File: src/rtl/vga_timing_gen_pkg.sv
// Shared timing constants for the 1024x768@60 raster and small position helpers.
// Every file in the VGA timing slice imports this package.
package vga_timing_gen_pkg;

  localparam int POS_W = 12;
  typedef logic [POS_W-1:0] pos_t;

  localparam int H_ACTIVE_DEF = 1024;
  localparam int H_FP_DEF     = 24;
  localparam int H_SYNC_DEF   = 136;
  localparam int H_BP_DEF     = 160;
  localparam int V_ACTIVE_DEF = 768;
  localparam int V_FP_DEF     = 3;
  localparam int V_SYNC_DEF   = 6;
  localparam int V_BP_DEF     = 29;
  localparam int H_TOTAL_DEF  = H_ACTIVE_DEF + H_FP_DEF + H_SYNC_DEF + H_BP_DEF;
  localparam int V_TOTAL_DEF  = V_ACTIVE_DEF + V_FP_DEF + V_SYNC_DEF + V_BP_DEF;

  // 0 selects active-low sync pulses, the 1024x768@60 convention.
  localparam bit SYNC_POL_DEF = 1'b0;

  function automatic logic inWindow(pos_t pos, int lo, int len);
    return (int'(pos) >= lo) && (int'(pos) < lo + len);
  endfunction

  function automatic logic syncLevel(logic active, bit pol);
    return active ? pol : ~pol;
  endfunction

endpackage

File: src/rtl/vga_timing_gen_if.sv
// Raster bundle between the timing generator (master) and its video consumer (slave).
// The consumer supplies the pixel clock enable and receives position and sync.
interface vga_timing_gen_if;
  import vga_timing_gen_pkg::*;

  logic pix_en;
  pos_t pixel_column;
  pos_t pixel_row;
  logic video_on;
  logic hsync;
  logic vsync;
  logic frame_tick;

  modport master (
    input  pix_en,
    output pixel_column, pixel_row, video_on, hsync, vsync, frame_tick
  );

  modport slave (
    output pix_en,
    input  pixel_column, pixel_row, video_on, hsync, vsync, frame_tick
  );
endinterface

File: src/rtl/vga_timing_gen_counter.sv
// Modulo-N position counter with enable; wrap flags the enabled step from N-1 back to 0.
// Used once for the horizontal and once for the vertical axis.
module timing_counter
  import vga_timing_gen_pkg::*;
#(
  parameter int N = 16
) (
  input  logic clock,
  input  logic reset_n,
  input  logic en,
  output pos_t count,
  output logic wrap
);

  logic atMax;

  assign atMax = (count == pos_t'(N - 1));
  assign wrap  = en & atMax;

  always_ff @(posedge clock) begin
    if (!reset_n) begin
      count <= '0;
    end else if (en) begin
      count <= atMax ? '0 : count + pos_t'(1);
    end
  end

endmodule

File: src/rtl/vga_timing_gen.sv
// VGA raster timing generator: h/v position counters plus registered position, blanking
// and sync decode. Outputs show the counter state from one enabled step earlier.
module vga_timing_gen
  import vga_timing_gen_pkg::*;
#(
  parameter int H_ACTIVE = H_ACTIVE_DEF,
  parameter int H_FP     = H_FP_DEF,
  parameter int H_SYNC   = H_SYNC_DEF,
  parameter int H_BP     = H_BP_DEF,
  parameter int V_ACTIVE = V_ACTIVE_DEF,
  parameter int V_FP     = V_FP_DEF,
  parameter int V_SYNC   = V_SYNC_DEF,
  parameter int V_BP     = V_BP_DEF,
  parameter bit SYNC_POL = SYNC_POL_DEF
) (
  input logic clock,
  input logic reset_n,
  vga_timing_gen_if.master vga
);

  localparam int H_TOTAL = H_ACTIVE + H_FP + H_SYNC + H_BP;
  localparam int V_TOTAL = V_ACTIVE + V_FP + V_SYNC + V_BP;

  pos_t hCnt;
  pos_t vCnt;
  logic hWrap;
  logic vWrap;
  logic activeArea;
  logic hSyncActive;
  logic vSyncActive;
  logic atFrameStart;

  timing_counter #(.N(H_TOTAL)) hCounter (
    .clock   (clock),
    .reset_n (reset_n),
    .en      (vga.pix_en),
    .count   (hCnt),
    .wrap    (hWrap)
  );

  timing_counter #(.N(V_TOTAL)) vCounter (
    .clock   (clock),
    .reset_n (reset_n),
    .en      (hWrap),
    .count   (vCnt),
    .wrap    (vWrap)
  );

  always_comb begin
    activeArea  = inWindow(hCnt, 0, H_ACTIVE) & inWindow(vCnt, 0, V_ACTIVE);
    hSyncActive = inWindow(hCnt, H_ACTIVE + H_FP, H_SYNC);
    vSyncActive = inWindow(vCnt, V_ACTIVE + V_FP, V_SYNC);
  end

  // Output register stage. atFrameStart remembers that the counters sit at (0,0),
  // which holds after reset and after every vertical wrap, so no full-position compare is needed.
  always_ff @(posedge clock) begin
    if (!reset_n) begin
      vga.pixel_column <= '0;
      vga.pixel_row    <= '0;
      vga.video_on     <= 1'b0;
      vga.hsync        <= ~SYNC_POL;
      vga.vsync        <= ~SYNC_POL;
      vga.frame_tick   <= 1'b0;
      atFrameStart     <= 1'b1;
    end else begin
      vga.frame_tick <= 1'b0;
      if (vga.pix_en) begin
        vga.pixel_column <= hCnt;
        vga.pixel_row    <= vCnt;
        vga.video_on     <= activeArea;
        vga.hsync        <= syncLevel(hSyncActive, SYNC_POL);
        vga.vsync        <= syncLevel(vSyncActive, SYNC_POL);
        vga.frame_tick   <= atFrameStart;
        atFrameStart     <= vWrap;
      end
    end
  end

endmodule

File: src/flat_wrapper.sv
// flat-port wrapper written by rule: the top's interface ports become plain ports
module vga_timing_gen_flat import vga_timing_gen_pkg::*;
#(
  parameter int H_ACTIVE = H_ACTIVE_DEF,
  parameter int H_FP     = H_FP_DEF,
  parameter int H_SYNC   = H_SYNC_DEF,
  parameter int H_BP     = H_BP_DEF,
  parameter int V_ACTIVE = V_ACTIVE_DEF,
  parameter int V_FP     = V_FP_DEF,
  parameter int V_SYNC   = V_SYNC_DEF,
  parameter int V_BP     = V_BP_DEF,
  parameter bit SYNC_POL = SYNC_POL_DEF
)
  (clock, reset_n, vga_pix_en, vga_pixel_column, vga_pixel_row, vga_video_on, vga_hsync, vga_vsync, vga_frame_tick);
  vga_timing_gen_if vga_i ();
  input logic clock;
  input logic reset_n;
  input wire logic [$bits(vga_i.pix_en)-1:0] vga_pix_en;
  output wire logic [$bits(vga_i.pixel_column)-1:0] vga_pixel_column;
  output wire logic [$bits(vga_i.pixel_row)-1:0] vga_pixel_row;
  output wire logic [$bits(vga_i.video_on)-1:0] vga_video_on;
  output wire logic [$bits(vga_i.hsync)-1:0] vga_hsync;
  output wire logic [$bits(vga_i.vsync)-1:0] vga_vsync;
  output wire logic [$bits(vga_i.frame_tick)-1:0] vga_frame_tick;
  assign vga_i.pix_en = vga_pix_en;
  assign vga_pixel_column = vga_i.pixel_column;
  assign vga_pixel_row = vga_i.pixel_row;
  assign vga_video_on = vga_i.video_on;
  assign vga_hsync = vga_i.hsync;
  assign vga_vsync = vga_i.vsync;
  assign vga_frame_tick = vga_i.frame_tick;
  vga_timing_gen #(.H_ACTIVE(H_ACTIVE), .H_FP(H_FP), .H_SYNC(H_SYNC), .H_BP(H_BP), .V_ACTIVE(V_ACTIVE), .V_FP(V_FP), .V_SYNC(V_SYNC), .V_BP(V_BP), .SYNC_POL(SYNC_POL)) u_core (.clock(clock), .reset_n(reset_n), .vga(vga_i));
endmodule
File: config.mk
export PLATFORM = sky130hd
export DESIGN_NAME = vga_timing_gen_flat
export DESIGN_NICKNAME = d
export VERILOG_FILES = /design/src/rtl/vga_timing_gen_pkg.sv /design/src/rtl/vga_timing_gen_if.sv /design/src/rtl/vga_timing_gen_counter.sv /design/src/rtl/vga_timing_gen.sv /design/src/flat_wrapper.sv
export SDC_FILE = /design/constraint.sdc
export NUM_CORES = 1
export LEC_CHECK = 0
export ABC_AREA = 1
export CELL_PAD_IN_SITES_DETAIL_PLACEMENT = 0
export CELL_PAD_IN_SITES_GLOBAL_PLACEMENT = 1
export CORE_AREA = 8 8 107 109
export CTS_BUF_LIST = sky130_fd_sc_hd__clkbuf_16
export DETAILED_ROUTE_END_ITERATION = 10
export DIE_AREA = 0 0 115 117
export PLACE_DENSITY = 0.63
export SYNTH_ARGS = -nofsm -noshare
export SYNTH_HDL_FRONTEND = slang
export SYNTH_SLANG_ARGS = --single-unit
File: constraint.sdc
create_clock -name clock -period 3.08 [get_ports clock]
set_input_delay 0.616 -clock clock [delete_from_list [all_inputs] [get_ports clock]]
set_output_delay 0.616 -clock clock [all_outputs]
set_load 0.02 [all_outputs]
* After elaboration in Yosys (flattened, before gate mapping) *
Index checks and enable logic that the tools add are counted.
W data, S select, Z words.

word-level totals
  flip-flop bits (word level) = 53
  input bits = 3
  output and inout bits = 28
  logic and storage cells = 29

cells by class
  $add $sub $neg = 2
  magnitude comparators = 6
  equality and inequality tests = 2
  multiplexer cells = 4
  bitwise logic cells = 3
  reductions and logical operators = 3

operator list
  kind                     number
  $add A12 B1 Y12 const B  2
  $lt A12 B10 Y1 const B   2
  $lt A12 B11 Y1 const B   2
  $mux W12                 2
  $eq A12 B10 Y1 const B   1
  $eq A12 B11 Y1 const B   1
  $ge A12 B10 Y1 const B   1
  $ge A12 B11 Y1 const B   1
  $and A1 B1 Y1            3
  $logic_and A1 B1 Y1      2
  $mux W1                  2
  $reduce_and A2 Y1        1

* Depth between registers and ports, before layout *
Gate-level depths: netlist (run 1).

  depth in word-level cells = 3
  mapped depth = 10
  depth with buffers taken out = 9

* By module *
A second synthesis (run 1) with hierarchy kept.

second synthesis, totals
  cells, all modules = 350
  area total of the unflattened synthesis = 2,580.0 um^2

modules (own cells, without submodules)
  module                             instances  cells an instance  area an instance (um^2)  sequential area each (um^2)
  vga_timing_gen                     1          150                1,154.9                  580.6
  timing_counter at u_core.hCounter  1          101                743.2                    240.2
  timing_counter at u_core.vCounter  1          99                 681.9                    240.2

* Worst setup path before layout (run 1) *
Ideal clock, no wire load.

  kind = in2reg
  start = input vga_pix_en
  end = register u_core.vCounter.count[7]
  setup time = 115 ps
  arrival = 1,354 ps
  data required time = 2,965 ps
  path slack = 1,611 ps
  stages = 8
  path buffers = 1
  cell sequence = buf_4 -> nand3_1 -> nor2_1 -> nand2_1 -> nand2_2 -> nand2_4 -> nand2_1 -> nor2_1

between the ends
  cells in the longest elaborated chain, start to end = 1

RTL lines
  what                  RTL line                      source
  from (decl)           flat_wrapper.sv:18            input wire logic [$bits(vga_i.pix_en)-1:0] vga_pix_en;
  $and A1 B1 Y1         vga_timing_gen_counter.sv:18  assign wrap = en & atMax;
  to (signal assigned)  vga_timing_gen_counter.sv:24  count <= atMax ? '0 : count + pos_t'(1);
  to (decl)             vga_timing_gen_counter.sv:11  output pos_t count,

No other way between the ends.
A chain may end at the register's enable or synchronous reset.

* Final worst setup path (run 1) *
  start = input vga_pix_en
  end = register u_core.vCounter.count[2]

Same word-level chain as after synthesis.

==> results.cfg, run 1 <==
[power]
pwr_density_cell_mw_per_mm2 = 465.9
p_leak_nw = 1.204
ir_drop_mv = 0.1933

[logic_synthesis]
ys_ff_latch = 53
ys_seq_area_frac = 0.4501
netlist_instances = 334
synth_area_mm2 = 0.002357
synthesis.nets = 341
yosys_warnings = 0
syn-mean-instance-area_um2 = 7.058
synth_area_leaders = dfxtp_1 (45%), nand2_1 (12%), nor2_1 (8.6%)
synth_top_cell_area_share = 0.4501
netlist-cell-type-count = 24
synth_area_leader_cell = dfxtp_1

[detailed_routing]
drtIter0Drc = 64
drc = 0
wire_per_inst_um = 11.77
drt_pre_antenna_iters = 4
viasPerCell = 4.226
routed_wl_um = 5930
ant_nets = 0
vias = 2130

[die]
die_w_um = 115
rows = 37
initial_utilization = 0.2379
fp.coreArea_mm2 = 0.009907
die_h_um = 117
ios = 31
fp.dieArea_mm2 = 0.01346

[placed_design]
routabilityCongestion = 0.7935
place.port_buffers = 30
placed_cell_area_mm2 = 0.002824
hpwl_um = 4412

[clocking]
htreeDepth = 2
insertion_delay_ps = 290
clock-root-buffer = clkbuf_16
clk_pin_slew_ps = 70
cts-resized-gates = 0
cts_buffer_depth = 2
cts_tree = yes
cts_buffers = 5
postCtsHoldBufs = 0
cts_setup_buffers = 0
clock-sinks = 53

[sta]
finalSetupTns_ps = 0
period_share = 0.7182
clock_skew_ps = 5.739
min_period_ps = 2212
hold_violations = 0
fmax_mhz = 452.0
setup_violations = 0
tightest_slew_ps = 362.4
relSlewSlack = 0.7576
fin_hold_ws_ps = 451.4
rsz0062_at_grt = false
drv_slew = 0

[layout]
num-fill-cells = 1122
area_delta_synth_final_pct = 25.85
final_area_mm2 = 0.002967
diodes = 0
nets = 374
final_common_cell = nand2_1
layout-drive-gt1-share = 0.08967
final_cell_mix = nand2_1 (77), nor2_1 (54), dfxtp_1 (53)
final_core_util = 0.2994

[flow_run]
maxCapViolations = 0

[grt]
grt_pass1_vias = 2106
grt_max_degree = 29
track_usage = 0.09400
antenna_found_initial = 0
grt_first_pass_wirelength_um = 10050
overflow = 0

[critical_path]
endpoint_kind = flip-flop
critical_path_required_ps = 3260
worstRegToRegCells = 8
cp-start-kind = input port
r2r-end = u_core.vCounter.count[2]
cp.arrival_ps = 2400
reg2reg_from = u_core.hCounter.count[1]
critical_path_class = input port to flip-flop
r2r_setup_slack_ps = 1490
cp_max_fo = 17

[hold_path]
hold_path.class = flip-flop to flip-flop
min_delay_worst_endpoint = u_core.vga.frame_tick
worstHoldStart = u_core.atFrameStart
worstHoldPathCells = 2

[status]
status = completed
## worst max-delay path, cell delays in order
cell and delay [ps]:
clkdlybuf4s50_1 680, buf_4 260, inv_2 50, nor2_2 130, nand2_2 100, nor2_8 260, nor2_2 130, nor2_1 110
nor2_1 50
## metrics by stage
stage                     setup slack (ps)  power [mW]  cells
after floorplan                       1611      0.7953    334
after global placement               580.5      0.8504    496
after detailed placement             535.7      0.8511    496
after CTS                            847.0       1.412    504
after global routing                 691.9       1.451    504
final                                867.8       1.382    504
## synth_stat cells
master,n
nor2_8,1
inv_2,6
clkbuf_1,7
o21ai_1,4
inv_1,28
buf_4,1
nor3_1,7
xnor2_1,2
a211oi_1,1
nand3_2,3
buf_6,1
dfxtp_1,53
buf_1,1
o21ai_0,22
nand4_1,4
nand2_2,3
nor2_1,54
ha_1,4
a21oi_2,2
a21oi_1,29
nand2_1,77
nand3_1,19
nand2_4,1
nor2_2,4
## registers in the layout, indices dropped and copies added (netlist names)
signal and cells:
u_core.hCounter.count 12, u_core.vCounter.count 12, u_core.vga.pixel_column 12, u_core.vga.pixel_row 12
u_core.atFrameStart 1, u_core.vga.frame_tick 1, u_core.vga.hsync 1, u_core.vga.video_on 1
u_core.vga.vsync 1
## final cells by class
cell class                      count  area, um2  share of cell area
Tap cell                          136      170.2             0.05736
Clock inverter                      3      17.52            0.005905
Sequential cell                    53       1061              0.3577
Inverter                           34      127.6             0.04302
Multi-Input combinational cell    237       1120              0.3775
Timing Repair Buffer               36      345.3              0.1164
Clock buffer                        5      125.1             0.04218
## cell families after synthesis
kind of cell,Yosys count,synth area share
flops,53,0.4501
fa+ha+maj,4,0.02123
buf+inv,44,0.07484
simple gates,173,0.3190
xor+xnor,2,0.007432
compound gates,58,0.1274
## where the power goes
| group | switching (mW) | total (mW) | internal (mW) |
|---|---|---|---|
| registers | 0.0104 | 0.716 | 0.705 |
| logic | 0.0693 | 0.117 | 0.0481 |
| clock network | 0.250 | 0.549 | 0.299 |
## worst max path at each step
| stage | startpoint | endpoint | slack [ps] |
|---|---|---|---|
| final | vga_pix_en | u_core.vCounter.count[2] | 870 |
| after global routing | vga_pix_en | u_core.vCounter.count[9] | 690 |
| after CTS | vga_pix_en | u_core.vCounter.count[2] | 850 |
| after detailed placement | vga_pix_en | u_core.vCounter.count[2] | 540 |
| after global placement | vga_pix_en | u_core.hCounter.count[9] | 580 |
| after floorplan | vga_pix_en | u_core.vCounter.count[7] | 1610 |
## per-layer routing
metal  up-vias  GRT usage  wire (um)
met5         -          0          0
met4         0    0.03415         85
met3         6    0.02052        208
met2        29     0.1656       2829
met1       958     0.1099       2807
li1       1137          -          -
Power figures use the tool's default switching activity.
==> run 2: changes to the inputs <==
- PLACE_DENSITY: 0.63 -> 0.65
- clock period: 3.08 -> 1.9 ns (I/O delays scaled with it)
==> run 2 against run 1 <==
Compared with the run above: wire length up 1.3%; sequential cell count unchanged; clock power up 91%; total power up 74%; die area unchanged; clock skew about the same; register-to-register slack worse by 1100 ps; worst setup slack worse by 610 ps.
==> results.cfg, run 2 (synthesized netlist as in run 1, its figures left out) <==
[status]
status = completed

[placed_design]
dp_slack_ps = 13.90
routabilityCongestion = 0.8155
hpwl_um = 4645
place.port_buffers = 30

[detailed_routing]
wl_met3_um = 276
ant_nets = 0
highest_layer = met4
drc = 0
wire_per_inst_um = 11.73
viasPerCell = 4.232
wl_met2_um = 2761
routed_wl_um = 6005
drtIter0Drc = 58
drt_pre_antenna_iters = 4
vias = 2167
met1_length_um = 2869

[power]
p_leak_nw = 1.255
pwr_density_cell_mw_per_mm2 = 784.5
ir_drop_mv = 0.3429

[sta]
hold_violations = 0
layout_setup_ws_ps = 257.6
relSlewSlack = 0.7578
tightest_slew_ps = 362.2
min_period_ps = 1642
period_share = 0.8644
finalSetupTns_ps = 0
fmax_mhz = 608.9
drv_slew = 0
setup_violations = 0
clock_skew_ps = 5.925
rsz0062_at_grt = false

[layout]
layout-drive-gt1-share = 0.1117
nets = 382
area_delta_synth_final_pct = 30.15
final_cell_mix = nand2_1 (77), nor2_1 (54), dfxtp_1 (53)
diodes = 0
final_common_cell = nand2_1

[hold_path]
min_delay_worst_endpoint = u_core.vga.frame_tick
worstHoldStart = u_core.atFrameStart
worstHoldPathCells = 2
hold_path.class = flip-flop to flip-flop

[critical_path]
crit_buf_inv = 1
crit_path_max_incr_delay_ps = 610
critical_path_class = flip-flop to output pin
critical_path_required_ps = 1520
cp.arrival_ps = 1260
worstPathCellList = clkdlybuf4s50_1
reg2reg_from = u_core.hCounter.count[0]
crit_family = buffers and inverters
slowest_stage = clkdlybuf4s50_1
cp-start-kind = flip-flop
endpoint_kind = output pin
r2r_setup_slack_ps = 350
worstRegToRegCells = 10
cp_max_fo = 2
r2r-end = u_core.vCounter.count[2]

[flow_run]
maxCapViolations = 0

[clocking]
insertion_delay_ps = 290
cts_buffers = 5
cts_setup_buffers = 0
postCtsHoldBufs = 0
htreeDepth = 2
clock-root-buffer = clkbuf_16
clk_pin_slew_ps = 70
cts-resized-gates = 0
cts_buffer_depth = 2
cts_tree = yes
clock-sinks = 53

[grt]
overflow = 0
grt_first_pass_wirelength_um = 10380
track_usage = 0.09572
grt_max_degree = 18
grt_pass1_vias = 2219
antenna_found_initial = 0

[die]
fp.coreArea_mm2 = 0.009907
die_w_um = 115
die_h_um = 117
initial_utilization = 0.2379
ios = 31
rows = 37
fp.dieArea_mm2 = 0.01346
-- run 2: worst max path at each step --
stage,slack (ps),end,startpoint,cells past startpoint
2_1_floorplan,500,u_core.vCounter.count[10],u_core.hCounter.count[0],9
3_3_place_gp,50,u_core.vCounter.count[2],vga_pix_en,10
6_report,260,vga_pixel_column[11],u_core.vga.pixel_column[11],1
3_5_place_dp,10,u_core.vCounter.count[2],vga_pix_en,10
5_1_grt,170,u_core.vCounter.count[2],u_core.hCounter.count[1],10
4_1_cts,240,vga_pixel_column[11],u_core.vga.pixel_column[11],1
-- run 2: power breakdown --
part	leakage, nW	total (mW)	internal, mW	switching, mW
registers	0.432	1.16	1.14	0.0168
logic	0.743	0.199	0.0860	0.113
clock network	0.0800	1.05	0.624	0.424
-- run 2: worst min-delay path, stage by stage (launching register included) --
cell     delay (ps)
dfxtp_1         300
inv_1            60
nor3_1           50
-- run 2: per-layer routing --
| metal | GRT usage | vias to the layer above |
|---|---|---|
| met5 | 0 | - |
| met2 | 0.1621 | 33 |
| li1 | - | 1151 |
| met4 | 0.03327 | 0 |
| met3 | 0.02411 | 9 |
| met1 | 0.1156 | 974 |
-- run 2: final cells by class --
type / count / area, um2
Clock inverter: 3 / 46.29
Tap cell: 136 / 170.2
Multi-Input combinational cell: 237 / 1120
Clock buffer: 5 / 125.1
Inverter: 34 / 127.6
Fill cell: 1112 / 6839
Sequential cell: 53 / 1061
Timing Repair Buffer: 44 / 417.9
-- run 2: metrics by stage --
step | utilization | instance area, um2 | power (mW) | hold WS [ps] | cells
after floorplan | - | 2357 | 1.289 | 422.6 | 334
after global placement | 0.2924 | 2897 | 1.388 | 439.5 | 504
after detailed placement | 0.2924 | 2897 | 1.389 | 447.1 | 504
after CTS | 0.3097 | 3068 | 2.456 | 457.2 | 512
after global routing | 0.3097 | 3068 | 2.516 | 466.5 | 512
final | 0.3097 | 3068 | 2.407 | 451.7 | 512
